### config.mk
export PLATFORM = sky130hd
export DESIGN_NAME = kpn_read_port
export DESIGN_NICKNAME = d
export VERILOG_FILES = /design/src/rtl/kpn_read_port.sv
export SDC_FILE = /design/constraint.sdc
export NUM_CORES = 1
export LEC_CHECK = 0
export BUFFER_PORTS_ARGS = -buffer_cell sky130_fd_sc_hd__buf_2
export CORE_UTILIZATION = 53
export DETAILED_ROUTE_END_ITERATION = 10
export PLACE_DENSITY_LB_ADDON = 0.15
export SETUP_SLACK_MARGIN = 0.3
export SYNTH_ARGS = -nofsm -noshare
export SYNTH_HDL_FRONTEND = slang
export SYNTH_SLANG_ARGS = --single-unit
### constraint.sdc
create_clock -name clk -period 2.8 [get_ports clk]
set_clock_uncertainty 0.05 [all_clocks]
set_input_delay 0.56 -clock clk [delete_from_list [all_inputs] [get_ports clk]]
set_output_delay 0.56 -clock clk [all_outputs]
set_load 0.01 [all_outputs]
### src/rtl/kpn_read_port.sv
// Blocking-read port: pops a requested number of tokens from a fifo_module head
// and presents them to the process over valid/ready, with saturating statistics.
module kpn_read_port #(
  parameter int unsigned BITS_NUMBER   = 16,
  parameter int unsigned FIFO_ELEMENTS = 5,
  parameter int unsigned STAT_BITS     = 16
) (
  input  logic                     clk,
  input  logic                     rst_n,
  input  logic [BITS_NUMBER-1:0]   fifo_data,
  input  logic                     fifo_empty,
  output logic                     fifo_rd,
  input  logic                     req,
  input  logic [FIFO_ELEMENTS:0]   req_len,
  output logic                     busy,
  output logic                     done,
  output logic [BITS_NUMBER-1:0]   token_data,
  output logic                     token_valid,
  input  logic                     token_ready,
  input  logic                     stat_clr,
  output logic [STAT_BITS-1:0]     tokens_read,
  output logic [STAT_BITS-1:0]     blocked_cycles
);

  localparam int unsigned LEN_W = FIFO_ELEMENTS + 1;
  localparam logic [LEN_W-1:0]     LEN_ZERO  = {LEN_W{1'b0}};
  localparam logic [LEN_W-1:0]     LEN_ONE   = {{(LEN_W-1){1'b0}}, 1'b1};
  localparam logic [STAT_BITS-1:0] STAT_ZERO = {STAT_BITS{1'b0}};
  localparam logic [STAT_BITS-1:0] STAT_ONE  = {{(STAT_BITS-1){1'b0}}, 1'b1};
  localparam logic [STAT_BITS-1:0] STAT_MAX  = {STAT_BITS{1'b1}};

  typedef enum logic [1:0] {
    ST_IDLE  = 2'd0,
    ST_READ  = 2'd1,
    ST_DRAIN = 2'd2
  } state_e;

  state_e                 state_q;
  logic [LEN_W-1:0]       remaining_q;
  logic [BITS_NUMBER-1:0] token_data_q;
  logic                   token_valid_q;
  logic                   busy_q;
  logic                   done_q;
  logic [STAT_BITS-1:0]   tokens_read_q;
  logic [STAT_BITS-1:0]   tokens_read_d;
  logic [STAT_BITS-1:0]   blocked_q;
  logic [STAT_BITS-1:0]   blocked_d;

  logic pop_s;
  logic accept_s;
  logic blocked_s;

  function automatic logic [STAT_BITS-1:0] sat_inc(input logic [STAT_BITS-1:0] v,
                                                   input logic inc);
    if (inc && (v != STAT_MAX)) begin
      return v + STAT_ONE;
    end else begin
      return v;
    end
  endfunction

  // Never pop an empty FIFO: its pointers corrupt on a read while empty.
  always_comb begin
    pop_s     = (state_q == ST_READ) && !fifo_empty && (remaining_q != LEN_ZERO) &&
                (!token_valid_q || token_ready);
    accept_s  = token_valid_q && token_ready;
    blocked_s = (state_q == ST_READ) && (remaining_q != LEN_ZERO) && fifo_empty;
  end

  // Clear has priority over a same-cycle increment.
  always_comb begin
    if (stat_clr) begin
      tokens_read_d = STAT_ZERO;
      blocked_d     = STAT_ZERO;
    end else begin
      tokens_read_d = sat_inc(tokens_read_q, pop_s);
      blocked_d     = sat_inc(blocked_q, blocked_s);
    end
  end

  always_ff @(posedge clk or negedge rst_n) begin
    if (!rst_n) begin
      state_q       <= ST_IDLE;
      remaining_q   <= LEN_ZERO;
      token_data_q  <= {BITS_NUMBER{1'b0}};
      token_valid_q <= 1'b0;
      busy_q        <= 1'b0;
      done_q        <= 1'b0;
    end else begin
      done_q <= 1'b0;
      case (state_q)
        ST_IDLE: begin
          if (req) begin
            if (req_len != LEN_ZERO) begin
              remaining_q <= req_len;
              state_q     <= ST_READ;
              busy_q      <= 1'b1;
            end else begin
              done_q <= 1'b1;
            end
          end
        end
        ST_READ: begin
          if (pop_s) begin
            token_data_q  <= fifo_data;
            token_valid_q <= 1'b1;
            remaining_q   <= remaining_q - LEN_ONE;
            if (remaining_q == LEN_ONE) begin
              state_q <= ST_DRAIN;
            end
          end else if (accept_s) begin
            token_valid_q <= 1'b0;
          end
        end
        ST_DRAIN: begin
          // Finish once the final token has left the output register.
          if (!token_valid_q || accept_s) begin
            token_valid_q <= 1'b0;
            state_q       <= ST_IDLE;
            busy_q        <= 1'b0;
            done_q        <= 1'b1;
          end
        end
        default: begin
          state_q       <= ST_IDLE;
          remaining_q   <= LEN_ZERO;
          token_valid_q <= 1'b0;
          busy_q        <= 1'b0;
        end
      endcase
    end
  end

  always_ff @(posedge clk or negedge rst_n) begin
    if (!rst_n) begin
      tokens_read_q <= STAT_ZERO;
      blocked_q     <= STAT_ZERO;
    end else begin
      tokens_read_q <= tokens_read_d;
      blocked_q     <= blocked_d;
    end
  end

  assign fifo_rd        = pop_s;
  assign busy           = busy_q;
  assign done           = done_q;
  assign token_data     = token_data_q;
  assign token_valid    = token_valid_q;
  assign tokens_read    = tokens_read_q;
  assign blocked_cycles = blocked_q;

endmodule

==> flow_summary.toml <==
[pwr]
switchingPower_mw = 1.14
swShare_pct = 37.3
p_leak_nw = 1.87
p_clk_share_pct = 25.5
combPwrFrac_pct = 35.9
power.internal_mw = 1.92
peakVddDrop_v = 0.000521
seqPwrFrac_pct = 38.6
finalPower_mw = 3.06
power_density_nw_per_um2 = 764

[layout]
area_growth_pct = 24.0
mostFrequentLayoutCells = "buf_2 (79), nand2_1 (67), dfrtp_1 (58)"
antenna_cells = 0
nNetsFinal = 479
n_fill_cell = 515
drive_gt1_share_pct = 29.9
fin_cells = 527
layout_commonest_cell = "buf_2"
finish.utilization_pct = 68.1

[yosys]
syn-num-nets = 391
ys_seq_area_share_pct = 45.7
synthCells = 359
synth-main-ff-cell = "dfrtp_1"
synth-async-reset-ratio_pct = 100
synth-edff-count = 0
avgSynthCellArea_um2 = 9.01
yosysUniqueCellTypes = 48
yosys_warnings = 0
syn-cell-area_um2 = 3230
ys_ff_latch = 59

[setup_path]
arrival_ns = 1.84
required_ns = 2.19
critical_path.top_delay_family = "compound AO/OA/AOI/OAI gates"
cpMaxStageDelayCell = "a2111o_1"
end_kind = "primary output"
path_max_fanout = 9
max_stage_delay_ns = 0.46
crit_buf_inv = 4
setup.worst_path.class = "reg2out"
worstPathCellList = "inv_1 > ha_4 > a2111o_1 > buf_8 > clkinvlp_4 > buf_2"
worst_setup_path_start_kind = "flop"

[detailed_routing]
vias = 3061
totalWireLength_um = 7970
drtIter0Drc = 207
wire_per_inst_um = 15.1
drt-pass1-iter-count = 6
drtAntennaViolNets = 0
vias_per_cell = 5.81
drc = 0

[timing]
period_share_pct = 87.6
fmax_mhz = 408
relSlewSlack_pct = 58.2
worst_slew_pin_slew_ns = 0.627
hold_viol_final = 0
rsz0062_at_grt = "false"
setup_ws_ns = 0.348
fin_setup_tns_ns = 0
min_period_ns = 2.45
setup_viol = 0
slew_viol_final = 0

[floorplanning]
core_um2 = 5890
die_w_um = 80.1
dieHeight_um = 80.1
fp-row-count = 28
die_area_um2 = 6420
initial_utilization_pct = 54.9
io-pin-count = 80

[global_routing]
grt_antenna_before_repair = 0
grt_pass1_wl_um = 12800
grt_pass1_vias = 2787
grt_usage_pct = 26.1
grt_max_degree = 34
grt.overflow.total = 0

[placement]
portBuffers = 79
dpl.hpwl_um = 5320
dpl.cell_count = 503
globalplace.congestion = 0.817
place_ws_ns = 0.390

[clock_tree]
cts_tree = "done"
postCtsHoldBufs = 0
cts_sinks = 59
cts_buffers = 9
clk_latency_ns = 0.36
cts_buffer_depth = 2
cts_root_buf = "clkbuf_8"
htree_levels = 3
cts.clk_slew.worst_paths_ns = 0.08

[outcome]
status = "finished, final reports clean"

[worst_hold_path]
hp-class = "in2async"

[job]
drv_cap = 0
-- state kept, by name, indices dropped and copies added (netlist names) --
register	count
blocked_cycles	16
token_data	16
tokens_read	16
remaining_q	6
state_q	2
busy	1
done	1
token_valid	1
-- cell families (layout without fill, tap and decap cells) --
group	Yosys count	in the layout	share of synthesized area, %
AO/OA/AOI/OAI	77	77	15.9
adder cells (fa/ha/maj)	4	4	1.55
buffers and inverters	33	126	4.68
flip-flops	59	59	45.7
multiplexers	11	11	3.83
AND/OR/NAND/NOR	175	175	28.3
-- synth_stat cells (5+ instances only) --
library cell  number  area share, %
nand4_1            7            1.4
nand2_1           67            7.8
nand3_1           11            1.7
o22ai_1            5           0.97
inv_1             11            1.3
or4_1             15            3.5
dfrtp_1           59             46
nor2_1            19            2.2
nor3_1             6           0.93
a21oi_1           23            3.6
nor4_1            12            2.3
o31ai_1            9            2.1
mux2_2            11            3.8
o41ai_1            6            1.6
clkbuf_1          15            1.7
o21ai_0           12            1.9
nor2b_1           15            2.9
-- power by group through the flow --
stage	Sequential, mW	Combinational [mW]	Clock, mW
2_1_floorplan	1.24	0.577	0
3_3_place_gp	1.18	0.937	0
3_5_place_dp	1.18	0.964	0
4_1_cts	1.18	1.01	0.787
5_1_grt	1.21	1.21	0.828
6_report	1.18	1.10	0.782
-- through the flow --
| step | hold slack [ns] | instance area (um^2) |
|---|---|---|
| 2_1_floorplan | 0.214 | 3230 |
| 3_3_place_gp | 0.403 | 3720 |
| 3_5_place_dp | 0.406 | 3720 |
| 4_1_cts | 0.197 | 3940 |
| 5_1_grt | 0.220 | 4010 |
| 6_report | 0.166 | 4010 |
-- final cells by class --
| cell class | count | area, um^2 | area share (%) |
|---|---|---|---|
| Inverter | 11 | 45.0 | 1.12 |
| Multi-Input combinational cell | 267 | 1630 | 40.7 |
| Clock inverter | 7 | 68.8 | 1.72 |
| Tap cell | 75 | 93.8 | 2.34 |
| Timing Repair Buffer | 99 | 566 | 14.1 |
| Sequential cell | 59 | 1480 | 36.9 |
| Clock buffer | 9 | 124 | 3.09 |
-- layer usage --
metal  vias up  GRT usage [%]  wire, um
met5         -              0         0
met4         0           9.64       144
met3        19           7.61       443
met2       107           40.9      3780
met1      1442           34.3      3600
li1       1493              -         -
-- what timing repair did --
action	CTS	global route
cloned	0	0
setup buffers	2	6
pin swaps	0	2
gates resized for setup	3	4
hold endpoints to repair	0	0
endpoints found under the setup margin	1	1
-- worst paths after layout --
| path | slack, ns | start | to | cells after the start |
|---|---|---|---|---|
| max | 0.35 | remaining_q[1] | fifo_rd | 6 |
| min | 0.17 | rst_n | state_q[0] | 1 |
| max reg2reg | 0.50 | remaining_q[1] | tokens_read[9] | 6 |
| min reg2reg | 0.42 | token_data[5] | token_data[5] | 2 |
| max in group asynchronous | 1.93 | rst_n | blocked_cycles[6] | 2 |
| min in group clk | 0.33 | fifo_data[4] | token_data[4] | 3 |
(Power assumes the default switching activity.)
